[src/rtl/mem_arbiter_pkg.sv]
// Shared definitions for the memory-port arbiter.
// Holds the default line/address widths, the wait-counter width and the
// arbiter state encoding, plus the round-robin winner selection.
package mem_arbiter_pkg;

  localparam int unsigned ARB_ADDR_W = 32;
  localparam int unsigned ARB_DATA_W = 256;
  localparam int unsigned ARB_WAIT_W = 10;

  typedef enum logic [1:0] {
    ST_IDLE = 2'd0,
    ST_BUSY = 2'd1,
    ST_DONE = 2'd2
  } arb_state_e;

  // Winner for an IDLE cycle: a lone requester always wins; on a tie the
  // requester that was not granted last time wins.
  function automatic logic pick_winner(input logic req0, input logic req1,
                                       input logic last_owner);
    if (req0 && req1) begin
      return ~last_owner;
    end
    return req1 & ~req0;
  endfunction

endpackage

[src/rtl/mem_arbiter.sv]
// Two-requester arbiter in front of a single cache-line memory port.
//
// State table:
//   ST_IDLE | no transaction; arbitrate pending requests on each edge
//   ST_BUSY | memory port driven with the latched request; wait for ack/timeout
//   ST_DONE | one bubble cycle with the memory port released
//
// Ports:
//   clk_i, rst_i               clock, asynchronous active-low reset
//   rN_enable_i/write_i        request valid (held until ack) and direction
//   rN_addr_i/data_i           line address and write line
//   rN_ack_o/data_o            one-cycle completion pulse, read line (held)
//   mem_enable_o/write_o/addr_o/data_o   memory request, registered
//   mem_ack_i/mem_data_i       memory completion and read line
//   owner_o                    current or last grantee (0 = r0, 1 = r1)
//   timeout_o                  sticky flag, set when memory never answered
module mem_arbiter
  import mem_arbiter_pkg::*;
#(
  parameter int unsigned ADDR_W  = ARB_ADDR_W,
  parameter int unsigned DATA_W  = ARB_DATA_W,
  parameter int unsigned TIMEOUT = 1023
) (
  input  logic              clk_i,
  input  logic              rst_i,
  input  logic              r0_enable_i,
  input  logic              r0_write_i,
  input  logic [ADDR_W-1:0] r0_addr_i,
  input  logic [DATA_W-1:0] r0_data_i,
  output logic              r0_ack_o,
  output logic [DATA_W-1:0] r0_data_o,
  input  logic              r1_enable_i,
  input  logic              r1_write_i,
  input  logic [ADDR_W-1:0] r1_addr_i,
  input  logic [DATA_W-1:0] r1_data_i,
  output logic              r1_ack_o,
  output logic [DATA_W-1:0] r1_data_o,
  output logic              mem_enable_o,
  output logic              mem_write_o,
  output logic [ADDR_W-1:0] mem_addr_o,
  output logic [DATA_W-1:0] mem_data_o,
  input  logic              mem_ack_i,
  input  logic [DATA_W-1:0] mem_data_i,
  output logic              owner_o,
  output logic              timeout_o
);

  // BUSY lasts at most TIMEOUT cycles: the last one is the cycle in which
  // the counter sits at TIMEOUT-1.
  localparam logic [ARB_WAIT_W-1:0] WAIT_LAST = ARB_WAIT_W'(TIMEOUT - 1);

  arb_state_e              state_q, state_d;
  logic                    owner_q, owner_d;
  logic                    mem_enable_q, mem_enable_d;
  logic                    mem_write_q, mem_write_d;
  logic [ADDR_W-1:0]       mem_addr_q, mem_addr_d;
  logic [DATA_W-1:0]       mem_data_q, mem_data_d;
  logic [ARB_WAIT_W-1:0]   wait_cnt_q, wait_cnt_d;
  logic                    r0_ack_q, r0_ack_d;
  logic                    r1_ack_q, r1_ack_d;
  logic [DATA_W-1:0]       r0_data_q, r0_data_d;
  logic [DATA_W-1:0]       r1_data_q, r1_data_d;
  logic                    timeout_q, timeout_d;

  logic                    grant_sel;
  logic                    finish;
  logic [DATA_W-1:0]       resp_data;

  assign grant_sel = pick_winner(r0_enable_i, r1_enable_i, owner_q);

  always_comb begin
    state_d      = state_q;
    owner_d      = owner_q;
    mem_enable_d = mem_enable_q;
    mem_write_d  = mem_write_q;
    mem_addr_d   = mem_addr_q;
    mem_data_d   = mem_data_q;
    wait_cnt_d   = wait_cnt_q;
    r0_ack_d     = 1'b0;
    r1_ack_d     = 1'b0;
    r0_data_d    = r0_data_q;
    r1_data_d    = r1_data_q;
    timeout_d    = timeout_q;
    finish       = 1'b0;
    resp_data    = '0;

    case (state_q)
      ST_IDLE: begin
        if (r0_enable_i || r1_enable_i) begin
          state_d      = ST_BUSY;
          owner_d      = grant_sel;
          mem_enable_d = 1'b1;
          mem_write_d  = grant_sel ? r1_write_i : r0_write_i;
          mem_addr_d   = grant_sel ? r1_addr_i  : r0_addr_i;
          mem_data_d   = grant_sel ? r1_data_i  : r0_data_i;
          wait_cnt_d   = '0;
        end
      end

      ST_BUSY: begin
        // A real ack wins over a timeout landing in the same cycle.
        if (mem_ack_i) begin
          finish    = 1'b1;
          resp_data = mem_data_i;
        end else if (wait_cnt_q == WAIT_LAST) begin
          finish    = 1'b1;
          resp_data = '0;
          timeout_d = 1'b1;
        end else begin
          wait_cnt_d = wait_cnt_q + 1'b1;
        end

        if (finish) begin
          state_d      = ST_DONE;
          mem_enable_d = 1'b0;
          if (owner_q) begin
            r1_ack_d = 1'b1;
          end else begin
            r0_ack_d = 1'b1;
          end
          // Only reads deliver a line; a write (even a timed-out one)
          // leaves the requester's last read line in place.
          if (!mem_write_q) begin
            if (owner_q) begin
              r1_data_d = resp_data;
            end else begin
              r0_data_d = resp_data;
            end
          end
        end
      end

      ST_DONE: begin
        state_d = ST_IDLE;
      end

      default: begin
        state_d = ST_IDLE;
      end
    endcase
  end

  always_ff @(posedge clk_i or negedge rst_i) begin
    if (!rst_i) begin
      state_q      <= ST_IDLE;
      owner_q      <= 1'b1;
      mem_enable_q <= 1'b0;
      mem_write_q  <= 1'b0;
      mem_addr_q   <= '0;
      mem_data_q   <= '0;
      wait_cnt_q   <= '0;
      r0_ack_q     <= 1'b0;
      r1_ack_q     <= 1'b0;
      r0_data_q    <= '0;
      r1_data_q    <= '0;
      timeout_q    <= 1'b0;
    end else begin
      state_q      <= state_d;
      owner_q      <= owner_d;
      mem_enable_q <= mem_enable_d;
      mem_write_q  <= mem_write_d;
      mem_addr_q   <= mem_addr_d;
      mem_data_q   <= mem_data_d;
      wait_cnt_q   <= wait_cnt_d;
      r0_ack_q     <= r0_ack_d;
      r1_ack_q     <= r1_ack_d;
      r0_data_q    <= r0_data_d;
      r1_data_q    <= r1_data_d;
      timeout_q    <= timeout_d;
    end
  end

  assign r0_ack_o     = r0_ack_q;
  assign r1_ack_o     = r1_ack_q;
  assign r0_data_o    = r0_data_q;
  assign r1_data_o    = r1_data_q;
  assign mem_enable_o = mem_enable_q;
  assign mem_write_o  = mem_write_q;
  assign mem_addr_o   = mem_addr_q;
  assign mem_data_o   = mem_data_q;
  assign owner_o      = owner_q;
  assign timeout_o    = timeout_q;

endmodule

[config.mk]
export PLATFORM = sky130hd
export DESIGN_NAME = mem_arbiter
export DESIGN_NICKNAME = d
export VERILOG_FILES = /design/src/rtl/mem_arbiter_pkg.sv /design/src/rtl/mem_arbiter.sv
export SDC_FILE = /design/constraint.sdc
export NUM_CORES = 2
export LEC_CHECK = 0
export CAP_MARGIN = 15
export CORE_AREA = 2 2 649 651
export DETAILED_ROUTE_END_ITERATION = 10
export DIE_AREA = 0 0 651 653
export PLACE_DENSITY_LB_ADDON = 0.2
export SYNTH_ARGS = -nofsm -noshare
export SYNTH_HDL_FRONTEND = slang
export SYNTH_SLANG_ARGS = --single-unit
[constraint.sdc]
create_clock -name clk_i -period 3 [get_ports clk_i]
set_input_delay 0.6 -clock clk_i [delete_from_list [all_inputs] [get_ports clk_i]]
set_output_delay 0.6 -clock clk_i [all_outputs]
set_load 0.05 [all_outputs]
==> results.cfg <==
[global_routing]
antenna_found_initial = 120
grt_max_degree = 77
grt_pass1_vias = 30760
overflow = 0
track_usage = 0.1173
grt_pass1_wl_um = 328600

[clock_network]
cts_setup_buffers = 0
clk_latency_ps = 890
cts-root-buf = clkbuf_16
cts_sinks = 818
cts_buffer_depth = 4
cts_inserted_buffers = 118
cts-htree-levels = 3
cts_tree = yes
clk_pin_slew_ps = 60

[critical_path]
cp-endpoint = r1_data_o[32]
critPathRequiredTime_ps = 2400
cp_max_fo = 3
cp_slowest_cell = clkdlybuf4s50_1
cpPeakStageDelay_ps = 950
critPathTopFamily = buffers and inverters
reg2reg_slack_ps = 290
startpoint = r1_data_o[32]
path_buf_inv = 1
worstPathArrival_ps = 2260
r2r_cells = 8
path_depth = 1
critPathKind = flip-flop to output port
crit_path_end_kind = output port
crit_chain = clkdlybuf4s50_1
reg2reg_from = wait_cnt_q[0]
r2r-end = r1_data_o[88]
worstSetupStartpointType = flip-flop

[yosys]
ys_seq_area_frac = 0.5918
syn_avg_cell_area_um2 = 12.81
syn_inst = 2700
async_flop_share = 1.000
synth-edff-count = 0
synth_fp_nets = 3541
synth_ff_type = dfrtp_1
ys_top_cells_by_area = dfrtp_1 59%, mux2_2 8.9%, mux2i_1 8.4%, mux2_1 7.8%, and2_1 4.6%
post-synth-top-count-cell = dfrtp_1
synth-seq-cells = 818
synth_commonest_cells = 817 x dfrtp_1, 294 x o21ai_0, 293 x nand2_1, 290 x mux2i_1, 273 x mux2_2
yosysUniqueCellTypes = 39
yosys_warnings = 0
syn_area_um2 = 34590
synth_top_area_share = 0.5910
yosysTopAreaCell = dfrtp_1

[die]
rows = 238
die_w_um = 651
start_util = 0.08268
fp.dieH_um = 653
core_area_um2 = 418400
die-area_um2 = 425100
ios = 1645

[min_path]
hold_path.class = input port to flip-flop
holdPathStages = 4
min-delay-start = mem_ack_i

[routing]
drt-initial-drc-count = 1101
wl_per_cell_um = 25.80
vias_per_cell = 2.857
antenna_left = 0
wl_um = 258800
drt_pass1_iterations = 5
drcViolationCount = 0
via_count = 28660

[timing]
setup_viol = 0
finalSetupTns_ps = 0
finalHoldViolations = 0
min_period_over_period = 0.9528
rsz0062_at_grt = no
fmax_mhz = 349.9
fin_crit_ps = 2858
worst_pin_slew_ps = 876.6
fin_hold_ws_ps = 189.2
relSlewSlack = 0.4156
skew_ps = 89.27
drv_slew = 0

[run_status]
status = finished, final reports clean

[place]
place_hpwl_um = 219600
portBuffers = 1644
gp_congestion = 0.8504

[power]
power.leakage_nw = 25.22
powerDensity_nw_per_um2 = 1187
finalPower_mw = 73.69
peakVddDrop_mv = 0.6124

[job]
max_cap_viol_count = 0

[final_layout]
area_growth_pct = 79.49
finalNetCount = 5236
drive_above_1_share = 0.1400
final_core_util = 0.1484
-- cell usage in the layout (no fill, tap or decap), types with 2 or more instances in the layout --
| cell type | n |
|---|---|
| o21ai_0 | 294 |
| or3_1 | 3 |
| dlygate4sd2_1 | 35 |
| nand3_1 | 6 |
| buf_12 | 42 |
| nand4_1 | 4 |
| inv_6 | 2 |
| nand2_1 | 293 |
| clkdlybuf4s50_1 | 1544 |
| ha_1 | 2 |
| clkbuf_1 | 27 |
| a21oi_1 | 4 |
| mux2_1 | 240 |
| mux2_2 | 273 |
| inv_1 | 4 |
| clkbuf_16 | 119 |
| clkinvlp_4 | 6 |
| bufinv_16 | 7 |
| diode_2 | 39 |
| o31ai_1 | 5 |
| nor3b_1 | 2 |
| clkinv_2 | 15 |
| nor2_1 | 4 |
| nor3_1 | 2 |
| mux2i_1 | 290 |
| and2_1 | 257 |
| dfrtp_1 | 817 |
| clkbuf_8 | 17 |
| buf_4 | 133 |
-- registers in the layout, summed over array words and instances (netlist names) --
| name | flops |
|---|---|
| mem_data_o | 256 |
| r0_data_o | 256 |
| r1_data_o | 256 |
| mem_addr_o | 32 |
| wait_cnt_q | 10 |
| state_q | 2 |
| mem_enable_o | 1 |
| mem_write_o | 1 |
| owner_o | 1 |
| r0_ack_o | 1 |
| r1_ack_o | 1 |
| timeout_o | 1 |
-- per-layer routing --
metal | part of all wire | wire length (um) | up-vias | GRT usage
li1 | - | - | 12760 | -
met1 | 0.34 | 87610 | 14390 | 0.1141
met2 | 0.56 | 144900 | 1130 | 0.2333
met3 | 0.069 | 17780 | 359 | 0.03613
met4 | 0.032 | 8284 | 26 | 0.03439
met5 | 0.00064 | 166 | - | 0
-- cells by family (layout without fill, tap and decap cells) --
logic type	after synthesis	after routing	synth area share
other	0	39	0
buffers and inverters	187	1958	0.02644
adders and majority gates	2	2	0.0007233
and+or+nand+nor	578	578	0.08363
muxes	803	803	0.2509
DFF	818	818	0.5918
AOI/OAI and AO/OA	312	312	0.04648
-- worst register-to-register path: cells and delay by family, from the launching register on --
family                   cells  cell delay [ps]
AND/OR/NAND/NOR              2              560
multiplexers                 1              380
flip-flops                   1              430
adder cells (fa/ha/maj)      1              160
buffers and inverters        3              760
AO/OA/AOI/OAI                1              240
-- per-stage QoR --
step,area (um^2),cells,setup WS [ps]
2_1_floorplan,34590,2700,818.0
3_3_place_gp,58300,9793,225.0
3_5_place_dp,58300,9793,216.1
4_1_cts,61990,9990,7.700
5_1_grt,62020,10000,56.25
6_report,62090,10030,141.7
-- power breakdown --
group	total, mW	internal, mW	switching (mW)
combinational	40.3	12.5	27.8
clock	14.0	8.22	5.77
sequential	19.4	15.9	3.46
-- worst min-delay path by stage --
stage	end	slack [ps]
floorplan	mem_addr_o[0]	300
global placement	mem_data_o[108]	460
detailed placement	mem_data_o[122]	470
CTS	state_q[1]	120
global route	state_q[1]	170
finish	state_q[0]	190
-- layout make-up --
| class | instances | area (um^2) |
|---|---|---|
| inverters | 4 | 15.01 |
| diodes | 39 | 97.59 |
| clock inverters | 33 | 406.6 |
| multi-input cells | 1695 | 13240 |
| fillers | 46730 | 356300 |
| flip-flops and latches | 818 | 20470 |
| well taps | 5520 | 6907 |
| repair buffers | 1758 | 17640 |
| clock buffers | 163 | 3313 |
-- repair_timing --
action,CTS,global route
endpoints found under the hold margin,14,0
setup endpoints to repair,35,0
hold buffers,1,0
gates resized for setup,35,0
Note: power is estimated with default switching activity, not from simulation.
